==> src/rtl/comp_link_pkg.sv <==
// Shared definitions for the comparator fiber link receive path.
package comp_link_pkg;

  // K characters carried in the low byte of the frame marker
  localparam logic [7:0] K28_5 = 8'hBC;
  localparam logic [7:0] K28_7 = 8'hFC;

  // Alignment state of the deframer
  typedef enum logic [1:0] {
    HUNT   = 2'd0,
    VERIFY = 2'd1,
    LOCKED = 2'd2
  } rx_state_t;

  // Width of an assembled frame: 16 bits per payload word
  function automatic int frame_width(input int data_words);
    return 16 * data_words;
  endfunction

endpackage

==> src/rtl/sat_counter.sv <==
// Saturating up-counter; a synchronous clear overrides a same-cycle increment.
module sat_counter
  import comp_link_pkg::*;
#(
  parameter int W = 16
) (
  input  logic         REC_CLK,
  input  logic         RST,
  input  logic         CLR,
  input  logic         INC,
  output logic [W-1:0] Q
);

  logic [W-1:0] q_reg;

  // Count events, hold at all-ones, clear has priority
  always_ff @(posedge REC_CLK) begin
    if (RST) begin
      q_reg <= '0;
    end else if (CLR) begin
      q_reg <= '0;
    end else if (INC && !(&q_reg)) begin
      q_reg <= q_reg + 1'b1;
    end
  end

  assign Q = q_reg;

endmodule

==> src/rtl/comp_frame_rx.sv <==
// Deframer for the comparator fiber link: marker-based alignment with a
// hunt/verify/locked flywheel, payload assembly and link error counters.
module comp_frame_rx
  import comp_link_pkg::*;
#(
  parameter int         DATA_WORDS = 3,
  parameter int         LOCK_CNT   = 4,
  parameter int         UNLOCK_CNT = 2,
  parameter logic [7:0] LTNCY_K    = K28_7,
  parameter int         CNT_W      = 16
) (
  input  logic                                REC_CLK,
  input  logic                                RST,
  input  logic                                RX_SYNC_DONE,
  input  logic [15:0]                         RX_DATA,
  input  logic [1:0]                          RX_ISK,
  input  logic [1:0]                          RX_NOTINTABLE,
  input  logic [1:0]                          RX_DISPERR,
  input  logic                                CNT_CLR,
  output logic [frame_width(DATA_WORDS)-1:0]  FRAME_DATA,
  output logic                                FRAME_VALID,
  output logic                                LTNCY_TRIG,
  output logic [DATA_WORDS:0]                 CEW,
  output logic                                LOCKED,
  output logic [CNT_W-1:0]                    CODE_ERR_CNT,
  output logic [CNT_W-1:0]                    FRAME_ERR_CNT
);

  localparam int FW    = frame_width(DATA_WORDS);
  localparam int POS_W = $clog2(DATA_WORDS + 1);
  localparam logic [POS_W-1:0] POS_LAST = POS_W'(DATA_WORDS);
  localparam logic [3:0] LOCK_N   = 4'(LOCK_CNT);
  localparam logic [3:0] UNLOCK_N = 4'(UNLOCK_CNT);
  // The port LOCKED hides the enum literal of the same name
  localparam rx_state_t ST_LOCKED = comp_link_pkg::LOCKED;

  logic is_marker, is_k, code_err;
  assign is_marker = (RX_ISK == 2'b01);
  assign is_k      = |RX_ISK;
  assign code_err  = |(RX_NOTINTABLE | RX_DISPERR);

  rx_state_t        state_reg, state_next;
  logic [POS_W-1:0] pos_reg, pos_next, pos_adv;
  logic [3:0]       good_reg, good_next, miss_reg, miss_next;
  logic             frame_err;

  assign pos_adv = (pos_reg == POS_LAST) ? '0 : pos_reg + 1'b1;

  // Alignment flywheel: next state, word position and good/miss tallies
  always_comb begin
    state_next = state_reg;
    pos_next   = pos_reg;
    good_next  = good_reg;
    miss_next  = miss_reg;
    frame_err  = 1'b0;
    if (!RX_SYNC_DONE) begin
      state_next = HUNT;
      pos_next   = '0;
      good_next  = '0;
      miss_next  = '0;
    end else begin
      case (state_reg)
        HUNT: begin
          if (is_marker) begin
            pos_next   = POS_W'(1);
            good_next  = 4'd1;
            miss_next  = '0;
            state_next = (LOCK_N == 4'd1) ? ST_LOCKED : VERIFY;
          end
        end
        VERIFY: begin
          if (pos_reg == '0) begin
            if (is_marker) begin
              good_next = good_reg + 4'd1;
              pos_next  = pos_adv;
              if (good_reg + 4'd1 == LOCK_N) state_next = ST_LOCKED;
            end else begin
              state_next = HUNT;
              pos_next   = '0;
              good_next  = '0;
            end
          end else if (is_marker) begin
            // A marker in the wrong place means the alignment was false
            state_next = HUNT;
            pos_next   = '0;
            good_next  = '0;
          end else begin
            pos_next = pos_adv;
          end
        end
        ST_LOCKED: begin
          pos_next = pos_adv;
          if (pos_reg == '0) begin
            if (is_marker) begin
              miss_next = '0;
            end else begin
              frame_err = 1'b1;
              miss_next = miss_reg + 4'd1;
              if (miss_reg + 4'd1 == UNLOCK_N) begin
                state_next = HUNT;
                pos_next   = '0;
                miss_next  = '0;
                good_next  = '0;
              end
            end
          end else if (is_k) begin
            // Stray K inside the payload: flag it but keep the flywheel phase
            frame_err = 1'b1;
          end
        end
        default: begin
          state_next = HUNT;
          pos_next   = '0;
          good_next  = '0;
          miss_next  = '0;
        end
      endcase
    end
  end

  // Alignment state registers
  always_ff @(posedge REC_CLK) begin
    if (RST) begin
      state_reg <= HUNT;
      pos_reg   <= '0;
      good_reg  <= '0;
      miss_reg  <= '0;
    end else begin
      state_reg <= state_next;
      pos_reg   <= pos_next;
      good_reg  <= good_next;
      miss_reg  <= miss_next;
    end
  end

  // Payload capture: slots 1..D-1 are stored, the last word is taken live
  logic          capture;
  logic [FW-1:0] assembled;
  assign capture = RX_SYNC_DONE && (state_reg != HUNT);

  for (genvar gi = 0; gi < DATA_WORDS; gi++) begin : g_slot
    if (gi < DATA_WORDS - 1) begin : g_store
      logic [15:0] word_reg;
      // Hold payload word gi+1 until the frame completes
      always_ff @(posedge REC_CLK) begin
        if (RST) begin
          word_reg <= '0;
        end else if (capture && (pos_reg == POS_W'(gi + 1))) begin
          word_reg <= RX_DATA;
        end
      end
      assign assembled[16*gi +: 16] = word_reg;
    end else begin : g_last
      assign assembled[16*gi +: 16] = RX_DATA;
    end
  end

  // Frame qualification carried across the frame's words
  logic frame_ok_reg, frame_ok_next, ltncy_reg, ltncy_next;
  logic frame_load, valid_next;

  // Qualify the frame: locked present marker, then no error or K in any word
  always_comb begin
    frame_ok_next = frame_ok_reg;
    ltncy_next    = ltncy_reg;
    frame_load    = 1'b0;
    valid_next    = 1'b0;
    if (pos_reg == '0) begin
      frame_ok_next = is_marker && !code_err && (state_next == ST_LOCKED);
      ltncy_next    = (RX_DATA[7:0] == LTNCY_K);
    end else begin
      frame_ok_next = frame_ok_reg && !code_err && !is_k;
    end
    if (capture && (pos_reg == POS_LAST)) begin
      frame_load = 1'b1;
      valid_next = frame_ok_next;
    end
  end

  logic [FW-1:0] frame_data_reg;
  logic          frame_valid_reg, ltncy_trig_reg;

  // Output frame registers
  always_ff @(posedge REC_CLK) begin
    if (RST) begin
      frame_ok_reg    <= 1'b0;
      ltncy_reg       <= 1'b0;
      frame_valid_reg <= 1'b0;
      ltncy_trig_reg  <= 1'b0;
      frame_data_reg  <= '0;
    end else begin
      frame_ok_reg    <= frame_ok_next;
      ltncy_reg       <= ltncy_next;
      frame_valid_reg <= valid_next;
      ltncy_trig_reg  <= valid_next && ltncy_next;
      if (frame_load) frame_data_reg <= assembled;
    end
  end

  assign FRAME_DATA  = frame_data_reg;
  assign FRAME_VALID = frame_valid_reg;
  assign LTNCY_TRIG  = ltncy_trig_reg;
  assign LOCKED      = (state_reg == ST_LOCKED);

  // Word-position strobes, silent while hunting
  for (genvar gi = 0; gi <= DATA_WORDS; gi++) begin : g_cew
    assign CEW[gi] = (state_reg != HUNT) && (pos_reg == POS_W'(gi));
  end

  sat_counter #(.W(CNT_W)) u_code_cnt (
    .REC_CLK (REC_CLK),
    .RST     (RST),
    .CLR     (CNT_CLR),
    .INC     (code_err),
    .Q       (CODE_ERR_CNT)
  );

  sat_counter #(.W(CNT_W)) u_frame_cnt (
    .REC_CLK (REC_CLK),
    .RST     (RST),
    .CLR     (CNT_CLR),
    .INC     (frame_err),
    .Q       (FRAME_ERR_CNT)
  );

endmodule

==> config.mk <==
export PLATFORM = sky130hd
export DESIGN_NAME = comp_frame_rx
export DESIGN_NICKNAME = d
export VERILOG_FILES = /design/src/rtl/comp_link_pkg.sv /design/src/rtl/sat_counter.sv /design/src/rtl/comp_frame_rx.sv
export SDC_FILE = /design/constraint.sdc
export NUM_CORES = 1
export LEC_CHECK = 0
export ABC_AREA = 0
export BUFFER_PORTS_ARGS = -buffer_cell sky130_fd_sc_hd__buf_4
export CAP_MARGIN = 5
export CORE_MARGIN = 8
export CORE_UTILIZATION = 56
export CTS_BUF_LIST = sky130_fd_sc_hd__clkbuf_2
export DETAILED_ROUTE_END_ITERATION = 8
export PLACE_DENSITY = 0.81
export SLEW_MARGIN = 20
export SYNTH_ARGS = -nofsm -noshare
export SYNTH_HDL_FRONTEND = slang
export SYNTH_SLANG_ARGS = --single-unit
==> constraint.sdc <==
create_clock -name REC_CLK -period 1.99 [get_ports REC_CLK]
set_input_delay 0.199 -clock REC_CLK [delete_from_list [all_inputs] [get_ports REC_CLK]]
set_output_delay 0.199 -clock REC_CLK [all_outputs]
set_load 0.02 [all_outputs]
* Word-level counts from Yosys, hierarchy flattened
Index checks and enable logic that the tools add are counted.
** Word-level totals
- Flip-flop bits (word level) :: 128
- Input bits :: 26
- Output and inout port bits :: 87
- Logic and storage cells :: 106
** Operators by class
- Add/subtract/negate cells :: 5
- Equal/unequal tests :: 15
- Multiplexer cells :: 40
- Bitwise operators :: 3
- Reductions and logical operators :: 30
** Operators with widths (count)
- $mux W4 :: 10
- $mux W2 :: 17
- $add A16 B1 Y16 const B :: 2
- $reduce_and A16 Y1 :: 2
- $pmux W4 S3 :: 2
- $logic_and A1 B1 Y1 :: 15
- $pmux W2 S3 :: 2
- $mux W1 :: 9
- $add A4 B1 Y4 const B :: 2
- $eq A2 B2 Y1 const B :: 4
- $eq A8 B8 Y1 const B :: 1
- $reduce_or A2 Y1 :: 4
- $eq A2 B1 Y1 const B :: 3
- $reduce_and A5 Y1 :: 1
- $eq A4 B2 Y1 const B :: 1
- $eq A4 B3 Y1 const B :: 1
- $logic_not A1 Y1 :: 4
- $logic_not A2 Y1 :: 2
- $ne A2 B1 Y1 const B :: 2
- $ne A2 B2 Y1 const B :: 2
- $ne A3 B3 Y1 const B :: 1
- $reduce_and A3 Y1 :: 1
- $add A2 B1 Y2 const B :: 1
- $not A1 Y1 :: 2
- other kinds (2) :: 2

* Logic depth before layout (Yosys ltp)
- Depth in word-level cells :: 12
- Mapped depth :: 9
- Mapped depth without buffers :: 8

* Hierarchy
A second synthesis with hierarchy kept.
** Unflattened totals
- Cells, all modules :: 709
- Area, all modules :: 5698.0 um^2
** By module, submodules not included
- comp_frame_rx :: times used 1, cells each 489, area an instance 3848.7 um^2
- sat_counter :: times used 2, cells each 110, area an instance 924.6 um^2

* Least setup slack after synthesis
No wires, ideal clock.
- Path kind :: reg-to-reg
- From :: reg pos_reg[0]
- To :: reg u_frame_cnt.q_reg[13] (netlist: u_frame_cnt.Q[13])
- Setup time :: 128 ps
- Data arrival time :: 1676 ps
- Data required time :: 1862 ps
- Slack :: 187 ps
- Stages on the path, launching flop included :: 9
- Path buffers :: 0
- Clock period less this slack :: 1803 ps
- Path through :: dfxtp_1 -> inv_1 -> ha_1 -> xor2_1 -> o211ai_4 -> nor4_4 -> nand4_1 -> xor2_1 -> nor2_1
** Between the ends
- Cells in the longest elaborated chain, start to end :: 5
** Ends and longest elaborated chain
- from (decl) :: RTL line comp_frame_rx.sv:43 : logic [POS_W-1:0] pos_reg, pos_next, pos_adv;
- from (signal assigned) :: RTL line comp_frame_rx.sv:130 : pos_reg <= pos_next;
- $logic_not A2 Y1 :: RTL line comp_frame_rx.sv:93 : if (pos_reg == '0) begin
- $mux W1 :: RTL line comp_frame_rx.sv:93
- $mux W1 :: RTL line comp_frame_rx.sv:62 : case (state_reg)
- $mux W1 :: RTL line comp_frame_rx.sv:56 : if (!RX_SYNC_DONE) begin
- $logic_and A1 B1 Y1 :: RTL line sat_counter.sv:22 : end else if (INC && !(&q_reg)) begin
- to (signal assigned) :: RTL line sat_counter.sv:23 : q_reg <= q_reg + 1'b1;
- to (decl) :: RTL line sat_counter.sv:14 : logic [W-1:0] q_reg;
No other way between the ends.
A chain may end at the register's enable or synchronous reset.

* Final worst setup path
- From :: reg pos_reg[1]
- To :: out CEW[2]
** Between the ends
- Cells in the longest elaborated chain, start to end :: 2
** Ends and longest elaborated chain
- $eq A2 B2 Y1 :: RTL line comp_frame_rx.sv:207 : assign CEW[gi] = (state_reg != HUNT) && (pos_reg == POS_W'(gi));
- $logic_and A1 B1 Y1 :: RTL line comp_frame_rx.sv:207
- to (decl) :: RTL line comp_frame_rx.sv:23 : output logic [DATA_WORDS:0] CEW,
No other way between the ends.

==> results.py <==
metrics = {
    "run_status": {
        "outcome": "finished, final reports clean",
    },
    "synth": {
        "synthTopCellsByArea": "dfxtp_1 48%, nand2_1 13%, a21oi_1 8.9%, nor2_1 3.6%, xor2_1 2.9%",
        "async_flop_share_pct": 0,
        "synth.top_cell.area_share_pct": 47.5,
        "yosysWarnings": 0,
        "synth_most_common_cell": "nand2_1",
        "avgSynthCellArea_um2": 8.14,
        "synth_compound_area_share_pct": 14.0,
        "netlist_top_cells_count": "183 x nand2_1, 128 x dfxtp_1, 96 x a21oi_1",
        "synth_mux_area_share_pct": 0.742,
        "synthDistinctLibCells": 59,
        "synth_edf_count": 0,
        "synth_top_area_cell": "dfxtp_1",
        "synth-simple-area-share_pct": 26.8,
        "synthAdderAreaFrac_pct": 2.32,
        "synth_fp_nets": 699,
        "synth_area_mm2": 0.00539,
        "ys_seq_area_share_pct": 47.5,
        "ys_ff_latch": 128,
        "syn_inst": 663,
        "synth_top_family_by_area": "simple AND/OR/NAND/NOR gates",
        "synthXorXnorAreaFrac_pct": 4.55,
        "yosys_most_used_dff": "dfxtp_1",
    },
    "power_and_ir_drop": {
        "ir_worst_vdd_mv": 0.633,
        "pwr_density_cell_mw_per_mm2": 677,
        "leakage_uw": 0.00260,
    },
    "sta": {
        "skew_ps": 30.8,
        "relSlewSlack_pct": 47.1,
        "final_hold_viol_count": 0,
        "final-setup-viol-count": 0,
        "whs_ps": 87.1,
        "clock.fmax_mhz": 514,
        "rsz0062_at_grt": "true",
        "finalCritPeriodShare_pct": 97.8,
        "min_period_ps": 1950,
        "fin_setup_tns_ps": 0,
        "final_max_slew_viol_count": 0,
        "tightestPinTransition_ps": 794,
    },
    "grt": {
        "track_usage_pct": 22.6,
        "first_global_vias": 4995,
        "grt_max_degree": 82,
        "antenna_found_initial": 1,
        "grt_pass1_wl_um": 23900,
        "grt_remaining_overflow": 0,
    },
    "setup_path": {
        "rr_endpoint": "LTNCY_TRIG",
        "startpoint_type": "register",
        "reg2reg_slack_ps": 80,
        "worstRegToRegCells": 7,
        "cp_max_fo": 3,
        "endpoint_kind": "primary output",
        "critPathSlowestCell": "dfxtp_2",
        "criticalPathCategory": "register to primary output",
        "r2r-start": "good_reg[0]",
        "critical-path-top-delay-family": "flip-flops",
        "slowest_delay_ps": 380,
        "crit_chain": "buf_4, ha_1, nor2b_2, buf_4",
        "cp_common_cell": "buf_4",
        "crit_arrival_ps": 1750,
        "worstPathRequired_ps": 1790,
        "crit_buf_inv": 2,
    },
    "place": {
        "dp.cells": 886,
        "dp_hpwl_um": 9950,
        "numPortBuffers": 112,
        "gp_congestion": 0.839,
    },
    "clock_network": {
        "clk_latency_ps": 720,
        "clk_pin_slew_ps": 190,
        "cts_tree": "yes",
        "cts.path.max_buffers": 2,
        "cts_buffers": 17,
        "cts_htree_levels": 4,
        "cts.sinks": 128,
        "cts_root_buffer": "clkbuf_2",
    },
    "floorplanning": {
        "ios": 113,
        "rows": 36,
        "fp.dieW_um": 114,
        "dieArea_mm2": 0.0130,
        "start_util_pct": 56.5,
        "dieHeight_um": 114,
        "coreArea_mm2": 0.00955,
    },
    "detailed_routing": {
        "wl_per_cell_um": 15.7,
        "first_iter_violations": 502,
        "drc": 0,
        "firstDrtPassIters": 5,
        "wl_um": 14800,
        "vias": 5164,
        "via_per_inst": 5.48,
        "drtAntennaViolNets": 0,
    },
    "hold_path": {
        "hold_class": "input port to register",
        "worstHoldEndpoint": "frame_ok_reg",
        "min_from": "RX_NOTINTABLE[1]",
        "min_path_cells": 4,
    },
    "final_layout": {
        "fillCellCount": 739,
        "largest_register_ffs": 48,
        "post-route-util_pct": 72.8,
        "drive_gt1_share_pct": 24.7,
        "stdcell_count": 943,
        "fin_nets": 832,
        "syn_to_final_growth_pct": 28.8,
    },
    "run": {
        "maxCapViolCount": 0,
    },
}
-- power by group --
part / internal, uW / switching (uW) / total (uW)
registers: 2570 / 6.25 / 2580
clock network: 856 / 1050 / 1910
logic: 95.4 / 123 / 218
total: 3520 / 1180 / 4700
-- tightest hold or removal path, stage by stage --
cell	delay, ps
buf_4	70
or4_1	240
a211o_1	190
nor2_1	60
-- kinds of logic after synthesis --
family                   after synthesis
AND/OR/NAND/NOR                      319
multiplexers                           4
adder cells (fa/ha/maj)               10
flip-flops                           128
XOR/XNOR                              28
AO/OA/AOI/OAI                        128
buffers and inverters                 46
-- how the worst max path moves through the flow --
stage,from,endpoint,depth (start not counted)
global route,pos_reg[0],CEW[3],4
finish,pos_reg[1],CEW[2],4
detailed placement,pos_reg[1],u_frame_cnt.Q[13],8
global placement,good_reg[0],LTNCY_TRIG,7
floorplan,pos_reg[0],u_frame_cnt.Q[13],8
CTS,pos_reg[0],CEW[3],4
-- through the flow --
stage	power, uW	instance area [um2]	setup slack, ps
floorplan	2720	5390	187
global placement	2800	6340	185
detailed placement	2800	6340	71.3
CTS	4710	6880	3.80
global route	4840	6950	-14.8
finish	4700	6950	43.2
-- routing by layer --
metal	track usage, %	wire (um)	vias to the layer above
li1	-	-	2497
met1	26.0	6050	2435
met2	38.5	7390	185
met3	5.75	869	47
met4	10.6	466	0
met5	0	0	-
-- layout make-up --
cell class              instances  area, um2  area share (%)
clock inverters                14        206            2.97
diodes                          1       2.50          0.0360
clock buffers                  18       90.1            1.30
repair buffers                150       1200            17.3
flip-flops and latches        128       2570            37.1
well taps                     133        166            2.40
multi-input cells             489       2660            38.3
inverters                      10       43.8           0.630
-- timing repair --
item | CTS | global route
setup buffers | 3 | 1
pin swaps | 0 | 5
setup endpoints to repair | 4 | 10
hold buffers | 20 | 0
gates resized for setup | 11 | 18
endpoints found under the hold margin | 54 | 0
-- layout by cell type, fill, tap and decap left out, types with 17 or more instances in the layout --
cell type	n
a21oi_1	96
buf_4	127
dlygate4sd3_1	20
nand3_1	17
clkbuf_2	18
nand2_1	183
dfxtp_1	120
nor2_1	50
xor2_1	18
No activity file was read; power rests on OpenSTA's default activity.
